File: config.mk
export PLATFORM = sky130hd
export DESIGN_NAME = wishbone_bus_if_flat
export DESIGN_NICKNAME = d
export VERILOG_FILES = /design/src/rtl/wishbone_bus_if_pkg.sv /design/src/rtl/wishbone_bus_if_if.sv /design/src/rtl/wishbone_bus_if.sv /design/src/flat_wrapper.sv
export SDC_FILE = /design/constraint.sdc
export NUM_CORES = 1
export LEC_CHECK = 0
export ABC_AREA = 1
export BUFFER_PORTS_ARGS = -buffer_cell sky130_fd_sc_hd__buf_4
export CAP_MARGIN = 30
export CORE_MARGIN = 2
export CORE_UTILIZATION = 30
export CTS_CLUSTER_SIZE = 10
export DETAILED_ROUTE_END_ITERATION = 8
export PLACE_DENSITY = 0.61
export SYNTH_ARGS = -nofsm -noshare
export SYNTH_HDL_FRONTEND = slang
export SYNTH_SLANG_ARGS = --single-unit
File: constraint.sdc
create_clock -name clk -period 5.8 [get_ports clk]
set_clock_uncertainty 0.15 [all_clocks]
set_input_delay 1.16 -clock clk [delete_from_list [all_inputs] [get_ports clk]]
set_output_delay 1.16 -clock clk [all_outputs]
set_load 0.02 [all_outputs]
File: src/rtl/wishbone_bus_if_pkg.sv
// Shared types for the SRAM-port to Wishbone B4 classic bridge.
// The state encodings match the core's existing WB_IDLE/WB_BUSY/WB_WAIT_FOR_STALL values.
package wishbone_bus_if_pkg;

    typedef enum logic [1:0] {
        WB_IDLE           = 2'b00,
        WB_BUSY           = 2'b01,
        WB_WAIT_FOR_STALL = 2'b11
    } wb_state_e;

    // Width of the pipeline stall vector coming from ctrl.
    localparam int STALL_W = 6;

endpackage

File: src/rtl/wishbone_bus_if_if.sv
// Wishbone B4 classic bus bundle between the bridge (master) and a slave.
// Handshake: a transfer is requested while cyc and stb are both high; the
// slave completes it by raising ack for one cycle (rdata valid in that same
// cycle for reads). The master holds addr/wdata/we/sel stable until ack.
interface wishbone_bus_if_if #(
    parameter int ADDR_W = 32,
    parameter int DATA_W = 32
);
    logic [ADDR_W-1:0]   addr;
    logic [DATA_W-1:0]   wdata;
    logic [DATA_W-1:0]   rdata;
    logic                we;
    logic [DATA_W/8-1:0] sel;
    logic                stb;
    logic                cyc;
    logic                ack;

    modport master (
        output addr, wdata, we, sel, stb, cyc,
        input  rdata, ack
    );

    modport slave (
        input  addr, wdata, we, sel, stb, cyc,
        output rdata, ack
    );
endinterface

File: src/rtl/wishbone_bus_if.sv
// Bridges one openmips SRAM-style port onto a Wishbone B4 classic master.
// stallreq holds the pipeline until the slave acks; read data is kept in
// rd_buf while other requesters keep the pipeline stalled.
// Optional feature: define WB_BUS_TIMEOUT_EN to force-terminate a transfer
// after TIMEOUT_CYCLES busy cycles without ack (returns zero data).
module wishbone_bus_if
    import wishbone_bus_if_pkg::*;
#(
    parameter int ADDR_W         = 32,
    parameter int DATA_W         = 32,
    parameter int TIMEOUT_CYCLES = 256
) (
    input  logic                clk,
    input  logic                rst,
    input  logic [STALL_W-1:0]  stall_i,
    input  logic                cpu_ce_i,
    input  logic                cpu_we_i,
    input  logic [ADDR_W-1:0]   cpu_addr_i,
    input  logic [DATA_W-1:0]   cpu_data_i,
    input  logic [DATA_W/8-1:0] cpu_sel_i,
    output logic [DATA_W-1:0]   cpu_data_o,
    output logic                stallreq,
    output logic                bus_timeout_o,
    output wb_state_e           state_dbg,
    output logic [DATA_W-1:0]   rd_buf_dbg,
    wishbone_bus_if_if.master   wb
);

    if (TIMEOUT_CYCLES < 1) begin : g_bad_cfg
        $error("wishbone_bus_if: TIMEOUT_CYCLES must be at least 1");
    end

    wb_state_e         state;
    wb_state_e         state_next;
    logic [DATA_W-1:0] rd_buf;
    logic [DATA_W-1:0] done_data;
    logic              bus_done;
    logic              timeout_hit;

    assign state_dbg  = state;
    assign rd_buf_dbg = rd_buf;

`ifdef WB_BUS_TIMEOUT_EN
    localparam int CNT_W = $clog2(TIMEOUT_CYCLES + 1);
    logic [CNT_W-1:0] timeout_cnt;

    // Count busy cycles of the current transfer; cleared whenever BUSY ends.
    always_ff @(posedge clk or posedge rst) begin
        if (rst) begin
            timeout_cnt <= '0;
        end else if (state == WB_BUSY && !bus_done) begin
            timeout_cnt <= timeout_cnt + 1'b1;
        end else begin
            timeout_cnt <= '0;
        end
    end

    assign timeout_hit = (state == WB_BUSY) &&
                         (timeout_cnt == CNT_W'(TIMEOUT_CYCLES - 1));
`else
    assign timeout_hit = 1'b0;
`endif

    // State register.
    always_ff @(posedge clk or posedge rst) begin
        if (rst) begin
            state <= WB_IDLE;
        end else begin
            state <= state_next;
        end
    end

    // Next state plus the combinational cpu-side outputs; reset forces them quiet.
    always_comb begin
        state_next    = state;
        stallreq      = 1'b0;
        cpu_data_o    = '0;
        bus_timeout_o = 1'b0;
        bus_done      = 1'b0;
        done_data     = '0;
        if (!rst) begin
            case (state)
                WB_IDLE: begin
                    stallreq = cpu_ce_i;
                    if (cpu_ce_i) begin
                        state_next = WB_BUSY;
                    end
                end
                WB_BUSY: begin
                    stallreq = 1'b1;
                    // A real ack on the terminal cycle wins over the timeout.
                    if (wb.ack || timeout_hit) begin
                        bus_done      = 1'b1;
                        stallreq      = 1'b0;
                        bus_timeout_o = !wb.ack;
                        if (wb.ack && !wb.we) begin
                            done_data = wb.rdata;
                        end
                        cpu_data_o = done_data;
                        state_next = (stall_i != '0) ? WB_WAIT_FOR_STALL : WB_IDLE;
                    end
                end
                WB_WAIT_FOR_STALL: begin
                    cpu_data_o = rd_buf;
                    if (stall_i == '0) begin
                        state_next = WB_IDLE;
                    end
                end
                default: begin
                    state_next = WB_IDLE;
                end
            endcase
        end
    end

    // Bus-side registers: latch the request in IDLE, release the bus on completion.
    always_ff @(posedge clk or posedge rst) begin
        if (rst) begin
            wb.addr  <= '0;
            wb.wdata <= '0;
            wb.we    <= 1'b0;
            wb.sel   <= '0;
            wb.stb   <= 1'b0;
            wb.cyc   <= 1'b0;
            rd_buf   <= '0;
        end else if (state == WB_IDLE && cpu_ce_i) begin
            wb.addr  <= cpu_addr_i;
            wb.wdata <= cpu_data_i;
            wb.we    <= cpu_we_i;
            wb.sel   <= cpu_sel_i;
            wb.stb   <= 1'b1;
            wb.cyc   <= 1'b1;
        end else if (bus_done) begin
            wb.we    <= 1'b0;
            wb.sel   <= '0;
            wb.stb   <= 1'b0;
            wb.cyc   <= 1'b0;
            rd_buf   <= done_data;
        end
    end

endmodule
File: src/flat_wrapper.sv
// flat-port wrapper written by rule: the top's interface ports become plain ports
module wishbone_bus_if_flat import wishbone_bus_if_pkg::*;
#(
    parameter int ADDR_W         = 32,
    parameter int DATA_W         = 32,
    parameter int TIMEOUT_CYCLES = 256
)
  (clk, rst, stall_i, cpu_ce_i, cpu_we_i, cpu_addr_i, cpu_data_i, cpu_sel_i, cpu_data_o, stallreq, bus_timeout_o, state_dbg, rd_buf_dbg, wb_addr, wb_wdata, wb_we, wb_sel, wb_stb, wb_cyc, wb_rdata, wb_ack);
  wishbone_bus_if_if #(.ADDR_W(ADDR_W), .DATA_W(DATA_W)) wb_i ();
  input  logic clk;
  input  logic rst;
  input  logic [STALL_W-1:0] stall_i;
  input  logic cpu_ce_i;
  input  logic cpu_we_i;
  input  logic [ADDR_W-1:0] cpu_addr_i;
  input  logic [DATA_W-1:0] cpu_data_i;
  input  logic [DATA_W/8-1:0] cpu_sel_i;
  output logic [DATA_W-1:0] cpu_data_o;
  output logic stallreq;
  output logic bus_timeout_o;
  output wb_state_e state_dbg;
  output logic [DATA_W-1:0] rd_buf_dbg;
  output wire logic [$bits(wb_i.addr)-1:0] wb_addr;
  output wire logic [$bits(wb_i.wdata)-1:0] wb_wdata;
  output wire logic [$bits(wb_i.we)-1:0] wb_we;
  output wire logic [$bits(wb_i.sel)-1:0] wb_sel;
  output wire logic [$bits(wb_i.stb)-1:0] wb_stb;
  output wire logic [$bits(wb_i.cyc)-1:0] wb_cyc;
  input wire logic [$bits(wb_i.rdata)-1:0] wb_rdata;
  input wire logic [$bits(wb_i.ack)-1:0] wb_ack;
  assign wb_addr = wb_i.addr;
  assign wb_wdata = wb_i.wdata;
  assign wb_we = wb_i.we;
  assign wb_sel = wb_i.sel;
  assign wb_stb = wb_i.stb;
  assign wb_cyc = wb_i.cyc;
  assign wb_i.rdata = wb_rdata;
  assign wb_i.ack = wb_ack;
  wishbone_bus_if #(.ADDR_W(ADDR_W), .DATA_W(DATA_W), .TIMEOUT_CYCLES(TIMEOUT_CYCLES)) u_core (.clk(clk), .rst(rst), .stall_i(stall_i), .cpu_ce_i(cpu_ce_i), .cpu_we_i(cpu_we_i), .cpu_addr_i(cpu_addr_i), .cpu_data_i(cpu_data_i), .cpu_sel_i(cpu_sel_i), .cpu_data_o(cpu_data_o), .stallreq(stallreq), .bus_timeout_o(bus_timeout_o), .state_dbg(state_dbg), .rd_buf_dbg(rd_buf_dbg), .wb(wb_i));
endmodule
# --- Word-level counts from Yosys, hierarchy flattened ---
# Cells that the tools add are included.
word_totals:
  latchBits: 0
  output_inout_bits: 139
  mem_bits_ro: 0
  in_bits: 111
  ram_bits: 0
  n_memories: 0
  regBits: 104
classes:
  multipliers: 0
  mux: 25
  shift: 0
  n_div: 0
  n_reduce_logical: 10
  n_lt_le_gt_ge: 0
  addsub: 0
  n_bitwise: 2
  eq_ne: 5
op_table:
  columns: ["operator", "n"]
  rows:
  - ["32-bit two-way mux", 5]
  - ["32-bit case mux with 2 select lines", 1]
  - ["1-bit two-way mux", 11]
  - ["2-bit two-way mux", 4]
  - ["4-bit two-way mux", 2]
  - ["6-bit logical NOT", 1]
  - ["2-bit case mux with 3 select lines", 1]
  - ["6-bit nonzero test", 1]
  - ["2-bit != test (second input constant)", 2]
  - ["4-bit AND reduction", 1]
  - ["2-bit by 1-bit equality test with 1-bit output (second input constant)", 1]
  - ["2-bit equality test (second input constant)", 1]
  - ["1-bit logical AND", 2]
  - ["1-bit logical NOT", 2]
  - ["2-bit logical NOT", 1]
  - ["2-bit by 1-bit != test with 1-bit output (second input constant)", 1]
  - ["1-bit inverter", 2]
  - ["1-bit case mux with 2 select lines", 1]
  - ["2-bit AND reduction", 1]
  - ["2-bit nonzero test", 1]

# --- Logic depth before layout (Yosys ltp) ---
depth:
  depth_word: 6
  mapped_depth: 7
  mapped_depth_nobuf: 7

# --- Worst setup path after synthesis ---
# Ideal clock, no wire load.
synth_path:
  kind: "in2out"
  start: "input port rst"
  end: "output port stallreq"
  stages: 4
  setup_slack_ns: 0.396
  t_arrival_ns: 4.094
  cell_sequence: "buf_2 -> inv_1 -> nand2_1 -> o21ai_0"
synth_via:
  elab_chain_cells: 1
synth_lines:
  columns: ["item", "line_no", "rtl"]
  rows:
  - ["from (decl)", "flat_wrapper.sv:11", "input logic rst;"]
  - ["1-bit two-way mux", "wishbone_bus_if.sv:81", "if (!rst) begin"]
  - ["to (decl)", "flat_wrapper.sv:19", "output logic stallreq;"]
# No other way between the ends.

# --- Worst setup path in the final report ---
# Same ends and word-level chain as after synthesis.

==> results by stage <==
Detailed routing:
- For this block, the routed nets add up to 13700 µm of wire.
- The number of detailed-routing iterations run before antenna repair is 5.
- The number of DRC markers after the initial detailed-route iteration is 230.
- Dividing the detail-routed via count by the number of cells gives 4.65.
- The number of remaining DRC errors is 0.
- The antenna violation net count after detailed routing is 0.
- After detailed routing, the average wire length per cell comes to 14.3 µm.
- The routed layout has 4447 vias.

Floorplan:
- The floorplan step defined a die boundary enclosing 15900 µm².
- For this configuration, the core starts out at a cell density of 30.8%.
- The die outline width is 126 µm.
- After floorplanning, the core was divided into 44 placement rows.
- Measured along the y axis, the die boundary spans 126 µm.
- The core box area is 14500 µm².
- During I/O placement, the number of pins put on the boundary was 250.

Critical path:
- The most prevalent standard cell on the critical path is buf_4.
- The largest single stage delay on the critical path is 510 ps.
- The critical path capture point type is an output pin.
- The type of the worst setup path is in2out.
- The critical path goes through buf_4 > inv_4 > nand2_1 > o21ai_0 > buf_4.
- Of all nets on the critical path, the largest fanout is 66.
- The startpoint identified for the worst register-to-register timing path is u_core.state_dbg[0]$_DFFE_PP0P_.
- The endpoint required time on the critical path is 4490 ps.
- The critical path arrival is 2630 ps.
- The kind of launch point of the worst setup path is a primary input.
- The worst setup path startpoint is rst.
- The slowest stage of the critical path is the buf_4 cell.

Synthesis:
- The synthesized netlist devotes 0% of its cell area to adder and majority cells.
- The count of flip-flops with a built-in enable after synthesis is 0.
- The number of storage elements in the synthesis netlist is 104.
- The share of the synthesized area in the top cell type is 58.2%.
- Yosys instantiated no cell more often than nand2_1.
- The sequential fraction of the synthesis area is 58.2%.
- When the netlist entered floorplanning its net count stood at 653.
- The number of distinct library cells after synthesis is 17.
- After synthesis, the share of cell area in mux cells is 0%.
- In the synthesized netlist, the cells that appear most often are nand2_1 (277), dfrtp_1 (104), nand3_1 (42).
- The netlist area before placement is 4470 µm².
- The largest area contributor in the netlist is dfrtp_1.
- The post-synthesis area per instance is 8.25 µm².
- Counting flops with an async set or reset pin after synthesis yields a share of 100%.
- Sorting the synthesized cells by area gives the leading types as dfrtp_1 (58%), nand2_1 (23%), nand3_1 (4.7%).
- During synthesis, Yosys emitted a total of 0 warnings.
- The dominant combinational cell family by area after synthesis is simple AND/OR/NAND/NOR gates.
- The flip-flop cell with the highest count after synthesis is dfrtp_1.
- The post-synthesis simple-gate area fraction is 29.1%.
- Counting every instance in the synthesized netlist gives 542.
- The synthesized netlist devotes 0% of its cell area to XOR and XNOR gates.
- Summing the areas of all compound-gate instances in the mapped netlist gives 7.27% of the synthesized area.

Clock network:
- The post-CTS setup repair buffer count is 0.
- The cell chosen for the clock root is clkbuf_16.
- The number of clock buffers added by TritonCTS is 9.
- The quantity of hold-fixing buffers added after cts is 0.
- Gates resized during post-CTS repair numbered 0.
- For this design, the sink count on the clock tree is 104.
- The H-tree depth is 3.
- TritonCTS built the clock tree.
- The later pin in the worst-skew pair is clocked with a latency of 340 ps.
- Counting along the longest clock path gives a buffer depth of 2.
- The clock-pin slew on the worst setup and hold paths is 60 ps.

Global routing:
- Global routing consumed, on the met1 layer, 21.8% of the routing resources.
- The met3 routing resource usage after global routing is 5.44%.
- The number of antenna violations at the first check in global routing is 0.
- In this run the most used layer during global routing was met2.
- Entering global routing, the biggest net connects 72 pins.
- After global routing the overflow that remains totals 0.
- The first-pass GRT wire length is 22000 µm.
- The via count of the first global-routing pass is 4339.
- The global routing usage summed across all routing layers is 17.2%.
- Global routing consumed, on the met2 layer, 27.4% of the routing resources.

Place:
- Timing analysis after detailed placement gives a worst setup slack of 1820 ps.
- The total instance count after detailed placement is 942.
- The placed instances occupy a cell area of 6410 µm².
- The wire-length estimate of the detail-placed layout is 9830 µm.
- In this run the tool buffered the top-level ports with 248 buffer cells.
- The final weighted congestion in routability-driven placement is 0.917.

Power and ir drop:
- Power spread over the standard cell area amounts to 372 nW/µm².
- IR analysis of the VDD net gives a maximum drop of 0.178 mV.
- For this design the static power due to leakage is 3.61 nW.
- The total power draw is 2.49 mW.

Run:
- The max-capacitance violation count is 0.

Layout:
- The share of post-route cells with drive strength above 1 is 35.2%.
- The multi-input combinational cells in the finished layout cover a total of 1630 µm².
- Registers take 2600 µm².
- The number of nets in the finished design is 880.
- The number of antenna diodes in the final layout is 0.
- The final-layout fill cell count is 1424.
- For this run, the share of the core covered by cells in the final layout is 46.0%.
- For this run, the number of standard cells in the final layout without fillers is 957.
- The post-route cell area is 6690 µm².
- Compared with the post-synthesis result, the final layout area differs by 49.5%.

Hold path:
- The type of the most critical hold path is reg2reg.
- The startpoint identified for the worst hold timing path is u_core.wb.wdata[10]$_DFFE_PP0P_.

Timing:
- Setup violations remaining at the end of the flow were counted as 0.
- The fmax is 0.254 GHz.
- The worst path in the final design needs a cycle of 3940 ps, including I/O delays and setup.
- In this run the tightest slew margin relative to its limit is 32.6%.
- Setup repair after global routing left no endpoint under its margin.
- At the pin with the least slew margin, the transition time is 1010 ps.
- The final critical-path setup slack is 1860 ps.
- Summed over all failing endpoints, the final setup total negative slack is 0 ps.
- Across all hold checks on the routed design, the worst slack comes to 318 ps.
- The number of hold violations in the final report is 0.
- The final critical path takes up 68.0% of the cycle.
- The total count of max-transition violations in the final report is 0.

Outcome:
- The flow ran to the end, and the final reports show no timing, DRC or antenna violations.
kinds of logic (layout without fill, tap and decap cells):
family          count (synthesis)  count (layout)
compound gates                 65              65
buf+inv                        45             276
flops                         104             104
other cells                     1               1
simple gates                  327             327
worst max-delay path: cells and delay by family:
family | cells | cell delay, ps
AND/OR/NAND/NOR | 1 | 200
buffers and inverters | 3 | 1130
AO/OA/AOI/OAI | 1 | 110
where the power goes:
group	internal (mW)	switching [mW]	total [mW]	leakage (nW)
logic	0.387	0.503	0.890	2.15
clock network	0.333	0.254	0.587	0.137
registers	0.894	0.119	1.01	1.33
routing by layer:
layer  part of all wire, %  up-vias  wire length (µm)
met1                    42     2042              5710
li1                      -     2163                 -
met4                   2.1        0               289
met2                    47      222              6390
met3                   9.5       20              1300
met5                     0        -                 0
registers in the layout, indices dropped and copies added (netlist names):
name,flops
u_core.wb.sel,4
u_core.rd_buf_dbg,32
u_core.wb.we,1
u_core.wb.addr,32
u_core.wb.wdata,32
u_core.wb.cyc,1
u_core.state_dbg,2
worst paths after layout:
path | endpoint | cells past startpoint | slack [ps]
max reg2reg | u_core.wb.sel[0]$_DFFE_PP0P_ | 5 | 3160
max | stallreq | 5 | 1860
max in group asynchronous | u_core.wb.wdata[0]$_DFFE_PP0P_ | 3 | 3250
min | u_core.wb.wdata[10]$_DFFE_PP0P_ | 2 | 320
min reg2reg | u_core.wb.wdata[10]$_DFFE_PP0P_ | 2 | 320
min in group asynchronous | u_core.rd_buf_dbg[31]$_DFFE_PP0P_ | 2 | 1070
layout by cell type, fill, tap and decap left out:
master and n:
conb_1 1, nand3_1 42, nand3_2 1, inv_1 5, buf_4 251, o21ai_1 23, clkinv_2 1, clkinv_4 1
nor2_4 2, nor2_1 4, inv_2 3, dfrtp_1 104, nor2_2 1, a21oi_1 32, buf_12 1, nand2_1 277
inv_4 1, clkbuf_1 3, bufinv_16 1, o21ai_0 10, clkbuf_16 9
cell type report:
class                   count  share of cell area [%]
clock buffers              12                    3.54
inverters                   9                   0.543
clock inverters             3                   0.655
flip-flops and latches    104                    38.9
well taps                 184                    3.44
multi-input cells         393                    24.4
repair buffers            252                    28.5
(Power assumes the default switching activity.)
